--- src/rtl/muldiv_pkg.sv ---
// Shared definitions for the multi-cycle multiply/divide unit.
//   - op encodings driven on the op port
//   - FSM state type and state constants
//   - two's-complement negate helper used for magnitude and sign fix-up
package muldiv_pkg;

    localparam logic [1:0] OP_MUL  = 2'b00;  // signed multiply
    localparam logic [1:0] OP_MULU = 2'b01;  // unsigned multiply
    localparam logic [1:0] OP_DIV  = 2'b10;  // signed divide
    localparam logic [1:0] OP_DIVU = 2'b11;  // unsigned divide

    typedef logic [2:0] muldiv_state_t;

    localparam muldiv_state_t IDLE = 3'd0;
    localparam muldiv_state_t PREP = 3'd1;
    localparam muldiv_state_t ITER = 3'd2;
    localparam muldiv_state_t FIX  = 3'd3;
    localparam muldiv_state_t DONE = 3'd4;

    // Helper width; callers zero-extend into it and truncate back, so it covers
    // full products for operand widths up to 64 bits.
    localparam int unsigned NEG_W = 128;

    // Conditional two's-complement negate; low bits are exact after truncation.
    function automatic logic [NEG_W-1:0] twos_neg(input logic [NEG_W-1:0] x,
                                                  input logic             en);
        return en ? (~x + NEG_W'(1)) : x;
    endfunction

endpackage

--- src/rtl/muldiv_if.sv ---
// Handshake and operand/result bundle of the multiply/divide unit.
//   master: start, op, a, b, abort           -> unit
//   slave : busy, done, hi, lo, div_by_zero  -> requester
interface muldiv_if #(
    parameter int unsigned WIDTH = 32
);

    logic             start;
    logic [1:0]       op;
    logic [WIDTH-1:0] a;
    logic [WIDTH-1:0] b;
    logic             abort;
    logic             busy;
    logic             done;
    logic [WIDTH-1:0] hi;
    logic [WIDTH-1:0] lo;
    logic             div_by_zero;

    modport master (
        output start, op, a, b, abort,
        input  busy, done, hi, lo, div_by_zero
    );

    modport slave (
        input  start, op, a, b, abort,
        output busy, done, hi, lo, div_by_zero
    );

endinterface

--- src/rtl/muldiv_unit.sv ---
// Multi-cycle signed/unsigned multiply and divide unit.
// Ports:
//   clock - rising-edge system clock
//   clear - asynchronous active-low reset
//   bus   - muldiv_if slave: start/op/a/b/abort in; busy/done/hi/lo/div_by_zero out
// Sequence: IDLE -> PREP -> ITER (WIDTH cycles) -> FIX -> DONE -> IDLE.
// Divide by zero skips ITER. abort in PREP/ITER/FIX returns to IDLE silently.
// MUL: hi:lo = full product. DIV: lo = quotient, hi = remainder.
module muldiv_unit
    import muldiv_pkg::*;
#(
    parameter int unsigned WIDTH = 32
) (
    input  logic     clock,
    input  logic     clear,
    muldiv_if.slave  bus
);

    localparam int unsigned CNT_W = $clog2(WIDTH + 1);
    localparam int unsigned DW    = 2 * WIDTH;
    localparam int unsigned ACC_W = 2 * WIDTH + 1;

    muldiv_state_t    state, state_nxt;
    logic [1:0]       op_r, op_nxt;
    logic [WIDTH-1:0] a_r, a_nxt;       // original a, kept for divide-by-zero result
    logic [WIDTH-1:0] opb, opb_nxt;     // raw b until PREP, then its magnitude
    logic [ACC_W-1:0] acc, acc_nxt;     // shared shift register {upper W+1, lower W}
    logic             neg_q, neg_q_nxt; // negate product / quotient
    logic             neg_r, neg_r_nxt; // negate remainder
    logic [CNT_W-1:0] cnt, cnt_nxt;
    logic [WIDTH-1:0] hi_r, hi_nxt;
    logic [WIDTH-1:0] lo_r, lo_nxt;
    logic             busy_r, busy_nxt;
    logic             done_r, done_nxt;
    logic             dbz_r, dbz_nxt;

    logic             is_div;
    logic             is_signed;
    logic [WIDTH:0]   acc_hi;
    logic [WIDTH-1:0] acc_lo;
    logic [WIDTH:0]   shifted;
    logic [WIDTH:0]   alu_x;
    logic [WIDTH:0]   alu_y;
    logic [WIDTH:0]   alu_r;
    logic [WIDTH:0]   mul_sel;
    logic             div_fits;
    logic [WIDTH:0]   div_rem;
    logic [ACC_W-1:0] iter_step;
    logic             sgn_a;
    logic             sgn_b;
    logic [WIDTH-1:0] mag_a;
    logic [WIDTH-1:0] mag_b;
    logic [DW-1:0]    prod_fix;
    logic [WIDTH-1:0] quot_fix;
    logic [WIDTH-1:0] rem_fix;

    assign is_div    = op_r[1];
    assign is_signed = ~op_r[0];
    assign acc_hi    = acc[ACC_W-1:WIDTH];
    assign acc_lo    = acc[WIDTH-1:0];

    // One adder serves both modes: add multiplicand, or trial-subtract divisor.
    assign shifted  = {acc_hi[WIDTH-1:0], acc_lo[WIDTH-1]};
    assign alu_x    = is_div ? shifted : acc_hi;
    assign alu_y    = {1'b0, opb};
    assign alu_r    = is_div ? (alu_x - alu_y) : (alu_x + alu_y);

    // MUL: add when multiplier LSB set, then shift right. DIV: restore on borrow.
    assign mul_sel   = acc_lo[0] ? alu_r : acc_hi;
    assign div_fits  = ~alu_r[WIDTH];
    assign div_rem   = div_fits ? alu_r : shifted;
    assign iter_step = is_div ? {div_rem, acc_lo[WIDTH-2:0], div_fits}
                              : {1'b0, mul_sel, acc_lo[WIDTH-1:1]};

    // Operand magnitudes; |MIN| still fits as an unsigned WIDTH-bit value.
    assign sgn_a = is_signed & a_r[WIDTH-1];
    assign sgn_b = is_signed & opb[WIDTH-1];
    assign mag_a = WIDTH'(twos_neg(NEG_W'(a_r), sgn_a));
    assign mag_b = WIDTH'(twos_neg(NEG_W'(opb), sgn_b));

    // Sign fix-up; MIN / -1 falls out naturally as quotient MIN, remainder 0.
    assign prod_fix = DW'(twos_neg(NEG_W'(acc[DW-1:0]), neg_q));
    assign quot_fix = WIDTH'(twos_neg(NEG_W'(acc_lo), neg_q));
    assign rem_fix  = WIDTH'(twos_neg(NEG_W'(acc[DW-1:WIDTH]), neg_r));

    // State register and datapath registers.
    always_ff @(posedge clock or negedge clear) begin
        if (!clear) begin
            state  <= IDLE;
            op_r   <= '0;
            a_r    <= '0;
            opb    <= '0;
            acc    <= '0;
            neg_q  <= 1'b0;
            neg_r  <= 1'b0;
            cnt    <= '0;
            hi_r   <= '0;
            lo_r   <= '0;
            busy_r <= 1'b0;
            done_r <= 1'b0;
            dbz_r  <= 1'b0;
        end else begin
            state  <= state_nxt;
            op_r   <= op_nxt;
            a_r    <= a_nxt;
            opb    <= opb_nxt;
            acc    <= acc_nxt;
            neg_q  <= neg_q_nxt;
            neg_r  <= neg_r_nxt;
            cnt    <= cnt_nxt;
            hi_r   <= hi_nxt;
            lo_r   <= lo_nxt;
            busy_r <= busy_nxt;
            done_r <= done_nxt;
            dbz_r  <= dbz_nxt;
        end
    end

    // Next-state and next-output logic.
    always_comb begin
        state_nxt = state;
        op_nxt    = op_r;
        a_nxt     = a_r;
        opb_nxt   = opb;
        acc_nxt   = acc;
        neg_q_nxt = neg_q;
        neg_r_nxt = neg_r;
        cnt_nxt   = cnt;
        hi_nxt    = hi_r;
        lo_nxt    = lo_r;
        dbz_nxt   = dbz_r;

        case (state)
            IDLE: begin
                if (bus.start) begin
                    state_nxt = PREP;
                    op_nxt    = bus.op;
                    a_nxt     = bus.a;
                    opb_nxt   = bus.b;
                    dbz_nxt   = 1'b0;
                end
            end
            PREP: begin
                acc_nxt   = {{(WIDTH + 1){1'b0}}, mag_a};
                opb_nxt   = mag_b;
                neg_q_nxt = sgn_a ^ sgn_b;
                neg_r_nxt = sgn_a;
                if (is_div && (opb == '0)) begin
                    state_nxt = FIX;
                end else begin
                    cnt_nxt   = CNT_W'(WIDTH);
                    state_nxt = ITER;
                end
            end
            ITER: begin
                acc_nxt = iter_step;
                cnt_nxt = cnt - CNT_W'(1);
                if (cnt == CNT_W'(1)) begin
                    state_nxt = FIX;
                end
            end
            FIX: begin
                state_nxt = DONE;
                if (is_div && (opb == '0)) begin
                    hi_nxt  = a_r;
                    lo_nxt  = '1;
                    dbz_nxt = 1'b1;
                end else if (is_div) begin
                    hi_nxt = rem_fix;
                    lo_nxt = quot_fix;
                end else begin
                    hi_nxt = prod_fix[DW-1:WIDTH];
                    lo_nxt = prod_fix[WIDTH-1:0];
                end
            end
            DONE: begin
                state_nxt = IDLE;
            end
            default: begin
                state_nxt = IDLE;
            end
        endcase

        // Abort cancels in-flight work without touching visible results.
        if (bus.abort && ((state == PREP) || (state == ITER) || (state == FIX))) begin
            state_nxt = IDLE;
            hi_nxt    = hi_r;
            lo_nxt    = lo_r;
            dbz_nxt   = dbz_r;
        end
    end

    assign busy_nxt = (state_nxt == PREP) || (state_nxt == ITER) || (state_nxt == FIX);
    assign done_nxt = (state_nxt == DONE);

    assign bus.busy        = busy_r;
    assign bus.done        = done_r;
    assign bus.hi          = hi_r;
    assign bus.lo          = lo_r;
    assign bus.div_by_zero = dbz_r;

endmodule

--- src/flat_wrapper.sv ---
// flat-port wrapper written by rule: the top's interface ports become plain ports
module muldiv_unit_flat import muldiv_pkg::*;
#(
    parameter int unsigned WIDTH = 32
)
  (clock, clear, bus_start, bus_op, bus_a, bus_b, bus_abort, bus_busy, bus_done, bus_hi, bus_lo, bus_div_by_zero);
  muldiv_if #(.WIDTH(WIDTH)) bus_i ();
  input  logic clock;
  input  logic clear;
  input wire logic [$bits(bus_i.start)-1:0] bus_start;
  input wire logic [$bits(bus_i.op)-1:0] bus_op;
  input wire logic [$bits(bus_i.a)-1:0] bus_a;
  input wire logic [$bits(bus_i.b)-1:0] bus_b;
  input wire logic [$bits(bus_i.abort)-1:0] bus_abort;
  output wire logic [$bits(bus_i.busy)-1:0] bus_busy;
  output wire logic [$bits(bus_i.done)-1:0] bus_done;
  output wire logic [$bits(bus_i.hi)-1:0] bus_hi;
  output wire logic [$bits(bus_i.lo)-1:0] bus_lo;
  output wire logic [$bits(bus_i.div_by_zero)-1:0] bus_div_by_zero;
  assign bus_i.start = bus_start;
  assign bus_i.op = bus_op;
  assign bus_i.a = bus_a;
  assign bus_i.b = bus_b;
  assign bus_i.abort = bus_abort;
  assign bus_busy = bus_i.busy;
  assign bus_done = bus_i.done;
  assign bus_hi = bus_i.hi;
  assign bus_lo = bus_i.lo;
  assign bus_div_by_zero = bus_i.div_by_zero;
  muldiv_unit #(.WIDTH(WIDTH)) u_core (.clock(clock), .clear(clear), .bus(bus_i));
endmodule
--- config.mk ---
export PLATFORM = sky130hd
export DESIGN_NAME = muldiv_unit_flat
export DESIGN_NICKNAME = d
export VERILOG_FILES = /design/src/rtl/muldiv_pkg.sv /design/src/rtl/muldiv_if.sv /design/src/rtl/muldiv_unit.sv /design/src/flat_wrapper.sv
export SDC_FILE = /design/constraint.sdc
export NUM_CORES = 1
export LEC_CHECK = 0
export BUFFER_PORTS_ARGS = -buffer_cell sky130_fd_sc_hd__buf_2
export CAP_MARGIN = 20
export CELL_PAD_IN_SITES_DETAIL_PLACEMENT = 0
export CELL_PAD_IN_SITES_GLOBAL_PLACEMENT = 1
export CORE_MARGIN = 5
export CORE_UTILIZATION = 50
export CTS_BUF_LIST = sky130_fd_sc_hd__clkbuf_4
export CTS_CLUSTER_SIZE = 24
export DETAILED_ROUTE_END_ITERATION = 7
export PLACE_DENSITY_LB_ADDON = 0.2
export RECOVER_POWER = 25
export SETUP_SLACK_MARGIN = 0.05
export SYNTH_ARGS = -nofsm -noshare
export SYNTH_HDL_FRONTEND = slang
export SYNTH_SLANG_ARGS = --single-unit
--- constraint.sdc ---
create_clock -name clock -period 8.2 [get_ports clock]
set_input_delay 0.82 -clock clock [delete_from_list [all_inputs] [get_ports clock]]
set_output_delay 0.82 -clock clock [all_outputs]
set_load 0.01 [all_outputs]
**Word level (Yosys, flattened, before mapping)**

Index checks and enable logic that the tools add are counted.

- Bits in registers: 209
- Bits in latches: 0
- Bits in writable memories: 0
- ROM bits: 0
- Bits of input ports: 70
- Output and inout bits: 67
- Word-level logic and storage cells: 87
- Memories kept: 0

- Add/subtract/negate cells: 8
- Multiply operators: 0
- Div/mod/pow operators: 0
- Magnitude comparators: 0
- Equality and inequality tests: 12
- Shift operators: 0
- Muxes and demuxes: 27
- Bitwise operators: 11
- Reduce and logical (&&, ||, !) cells: 16

Operators with widths:

| kind | count |
|---|---|
| 2-to-1 mux 32 bit | 9 |
| 2-to-1 mux 33 bit | 4 |
| case mux 65 bit (2 select lines) | 1 |
| adder 32 x 1 -> 32 bit, second input constant | 4 |
| inverter 32 bit | 4 |
| 2-to-1 mux 65 bit | 1 |
| adder 64 x 1 -> 64 bit, second input constant | 1 |
| 2-to-1 mux 64 bit | 1 |
| inverter 64 bit | 1 |
| case mux 32 bit (2 select lines) | 1 |
| adder 33 x 32 -> 33 bit | 1 |
| subtractor 33 x 32 -> 33 bit | 1 |
| logical NOT 32 bit | 1 |
| == test 3 x 2 -> 1 bit, second input constant | 4 |
| case mux 3 bit (4 select lines) | 1 |
| case mux 6 bit (2 select lines) | 1 |
| 2-to-1 mux 3 bit | 3 |
| == test 3 x 1 -> 1 bit, second input constant | 2 |
| == test 6 x 1 -> 1 bit, second input constant | 1 |
| 2-to-1 mux 6 bit | 1 |
| AND reduction 2 bit | 3 |
| nonzero test 2 bit | 3 |
| subtractor 6 x 1 -> 6 bit, second input constant | 1 |
| logical OR 1 bit | 4 |
| other kinds (12) | 20 |

**Logic depth before layout (Yosys ltp)**

- Word-level depth: 8
- Mapped depth: 22
- Depth with buffers taken out: 20

**Worst setup path after synthesis**

No wires, ideal clock.

- Path type: register to register
- From: reg u_core.opb[0]
- To: reg u_core.acc[53]
- Setup time: 0.126 ns
- Arrival: 5.085 ns
- Required time: 8.074 ns
- Path slack: 2.989 ns
- Stages on the path, launching flop included: 23
- Buffers on the path: 2
- Period minus slack after synthesis: 5.211 ns
- Cell sequence: dfrtp_1 > inv_1 > ha_1 > nor3b_1 > and4_1 > nand3_1 > or3_1 > or3_1 > nor3_1 > nor2_1 > xnor2_1 > ha_1 > clkbuf_1 > and3_1 > a221o_1 > o41ai_1 > o211ai_1 > a41oi_1 > xor2_1 > clkbuf_1 > mux2i_1 > nor2_1 > a221o_1

- Word-level cells in the longest chain between the ends: 5
- Elaborated cells on any way between the ends: 7
- Those cells by class: 2 x add/sub; 5 x mux

RTL lines:

| what | RTL line | RTL |
|---|---|---|
| start: declaration | muldiv_unit.sv:26 | `logic [WIDTH-1:0] opb, opb_nxt;` |
| start signal: assignment | muldiv_unit.sv:106 | `opb <= opb_nxt;` |
| adder 33 x 32 -> 33 bit / subtractor 33 x 32 -> 33 bit (equally long branches) | muldiv_unit.sv:66 | `assign alu_r = is_div ? (alu_x - alu_y) : (alu_x + alu_y);` |
| 2-to-1 mux 33 bit (*) | muldiv_unit.sv:66 |  |
| 2-to-1 mux 33 bit (on tied branches) | muldiv_unit.sv:69, muldiv_unit.sv:71 |  |
| 2-to-1 mux 65 bit (*) | muldiv_unit.sv:72 | `assign iter_step = is_div ? {div_rem, acc_lo[WIDTH-2:0], div_fits}` |
| case mux 65 bit (2 select lines) (*) | muldiv_unit.sv:133 | `case (state)` |
| end signal: assignment | muldiv_unit.sv:107 | `acc <= acc_nxt;` |
| end: declaration | muldiv_unit.sv:27 | `logic [ACC_W-1:0] acc, acc_nxt;` |

Every way passes the cells marked *; elsewhere a longest branch is shown, timed or not.
A chain may end at the register's enable or synchronous reset.

**Worst setup path after layout**

- From: reg u_core.opb[0]
- To: reg u_core.acc[48]

Same word-level chain as after synthesis.

==> out/results.txt <==
Clock sinks - 209
Least-Margin Pin Slew - 5220 ps
Via-to-Cell Ratio - 6.05
ANT nets after route - 0
VDD IR max - 0.329 mV
Commonest cells after routing, fill and taps aside - dfrtp_1, nand2_1, a21oi_1
WP data required - 8800 ps
CP Launch Type - flip-flop
Multi-input logic area - 0.00911 sq mm
Clock root buffer master - clkbuf_4
FF/Latch Area - 0.00523 sq mm
Via Count - 14.0k
Sum Neg Setup Slack - 0 ps
Met2 routed WL - 20,400 microns
Hold slack - 292 ps
Failing checks - max-capacitance violations, max-slew violations
Nets - 1,988
Post-synth ARST share - 100%
EDFF count, synth - 0
I/O pin total - 137
H-tree Lvls - 2
Lkg Pwr - 7.07 nW
Max Cap Violations - 3
Layout cells sized above 1 - 17.2%
Tcrit/Tclk final - 74.9%
Most common flop cell mapped by yosys - dfrtp_1
Clk_lat worst skew - 750 ps
Status - finished with violations
WS Path Type - flip-flop to flip-flop
Synth Warn # - 0
Row Count - 63
Setup Buffers After CTS - 0
Die height - 183 microns
Worst min-delay path class - input pin to flip-flop
Tot GR Track Use - 27.2%
Area grow syn2layout - 10.2%
Rel. slew slack - -248%
Design area - 0.0165 sq mm
Final setup vio count - 0
Post-CTS Hold Buffers - 0
FF+latch count, synth - 209
Core Area - 0.0296 sq mm
Synthesized net count - 1,916
Syn Area/Cell - 8.30 sq um
Post-Syn Instances - 1,806
Crit end category - flip-flop
# DRC - 0
Final weighted congestion in routability-driven placement - 0.878
First-pass GRT wire length - 73,900 microns
Yosys cell types - 70
Fin cells - 2,310
M1 wire length - 21,600 microns
Final min period - 6150 ps
Synthesized area - 0.0150 sq mm
Largest net degree at the start of global routing - 92
PwrDens - 515 mW/mm^2
Resized Gates After CTS - 0
Total CTS buffers - 59
Post-DP Area - 0.0158 sq mm
Clock buffer depth - 3
Initial antenna violation count - 2
Die X - 183 microns
WL met3 - 3300 microns
IO Port Bufs - 136
Worst-path clk slew - 60 ps
Total power - 8.50 mW
CTS tree - yes
Hold Vio Cnt, Final - 0
Starting density of the core - 50.5%
Hpwl dp - 33,100 microns
Worst-path fanout max - 25
Max frequency - 163 MHz
Final wirelength - 46,500 microns
GR Overflow Total - 0
WL/cell - 20.1 microns
Die Area - 0.0335 sq mm
RSZ-0062 raised after global routing - no
Max Slew Vio Count - 210
Commonest non-fill, non-tap cell in the layout - dfrtp_1
Initial drt markers - 1,212
DR pass1 iterations - 6
Arrival time worst endpoint - 6750 ps
Clock skew - 47.5 ps
Vias in the first global route - 13.4k
Top Metal Used - met5
Fillers - 2,902
Dpl cells - 2,205
Post-synthesis sequential area ratio - 34.9%
## cells in the mapped netlist, types with 13 or more instances
cell	n	area, sq um
clkbuf_1	135	507
o41ai_1	14	123
and3_1	18	113
xor2_1	68	596
nand3_1	31	155
inv_1	27	101
a21oi_1	192	961
o31ai_1	17	128
o221ai_1	13	114
o21ai_0	130	651
mux2_2	58	653
xnor2_1	76	666
a211oi_1	17	128
o22ai_1	27	169
or4_1	15	113
mux2i_1	70	701
nor3_1	37	185
dfrtp_1	209	5230
ha_1	39	488
o211ai_1	35	263
or3_1	17	106
nor2_1	174	653
nand2_1	192	721
a31oi_1	23	144
## layer usage
metal  vias up  global-route usage [%]
met5         -                       0
met4         2                    8.13
met3        96                    5.37
met2       467                    40.8
met1      6710                    40.0
li1       6695                       -
## cell type report
type / count / area share, %
antenna: 1 / 0.0152
clock buffer: 90 / 4.09
clock inverter: 12 / 0.341
inverter: 30 / 0.682
multi-input combinational: 1420 / 55.1
sequential: 209 / 31.7
tap: 390 / 2.95
timing repair buffer: 158 / 5.08
## power by group
group          leakage, nW  internal [mW]  switching [mW]
clock network        0.444          0.496           0.467
logic                 4.09           2.17            3.12
registers             2.54           1.51           0.735
total                 7.07           4.17            4.32
## sequential cells by signal, summed over array words and instances, names as in the netlist, 2 cells and up
name,cells
u_core.state,3
u_core.opb,32
u_core.cnt,6
u_core.bus.hi,32
u_core.op_r,2
u_core.bus.lo,32
u_core.a_r,32
u_core.acc,65
## cell families (layout without fill, tap and decap cells)
logic type               after synthesis  after routing  synth area share (%)
XOR/XNOR                             144            144                  8.42
other                                  0              1                     0
adder cells (fa/ha/maj)               40             40                  3.39
buffers and inverters                177            290                  4.50
AO/OA/AOI/OAI                        541            541                  22.1
AND/OR/NAND/NOR                      567            567                  17.6
multiplexers                         128            128                  9.04
flip-flops                           209            209                  34.9
## metrics by stage
step / setup WS [ps] / util (%)
finish: 2050 / 55.7
CTS: 2090 / 55.7
global route: 1310 / 55.7
detailed placement: 2130 / 53.2
floorplan: 2990 / -
global placement: 2290 / 53.2
## worst max-delay path, stage by stage (launching register included)
cell and delay (ps):
dfrtp_1 400, inv_1 120, ha_1 290, nor3b_1 410
and4_1 410, nand3_1 240, or3_1 420, or3_1 370
nor3_1 300, nor2_1 90, xnor2_1 170, ha_1 380
and3_1 220, a221o_1 320, o41ai_1 330, o211ai_1 140
a41oi_1 350, xnor2_2 150, buf_4 370, mux2i_1 230
a21oi_1 80, a22o_1 230
## worst paths after layout
path	startpoint	end	slack, ps	cells after the start
setup / recovery	u_core.opb[0]	u_core.acc[48]	2050	21
max in group asynchronous	clear	u_core.op_r[1]	2490	2
hold / removal	bus_op[1]	u_core.op_r[1]	290	3
hold reg to reg	u_core.bus.hi[19]	u_core.bus.hi[19]	480	2
min in group asynchronous	clear	u_core.bus.lo[9]	1970	1
setup reg to reg	u_core.opb[0]	u_core.acc[48]	2050	21
Power figures use the tool's default switching activity.
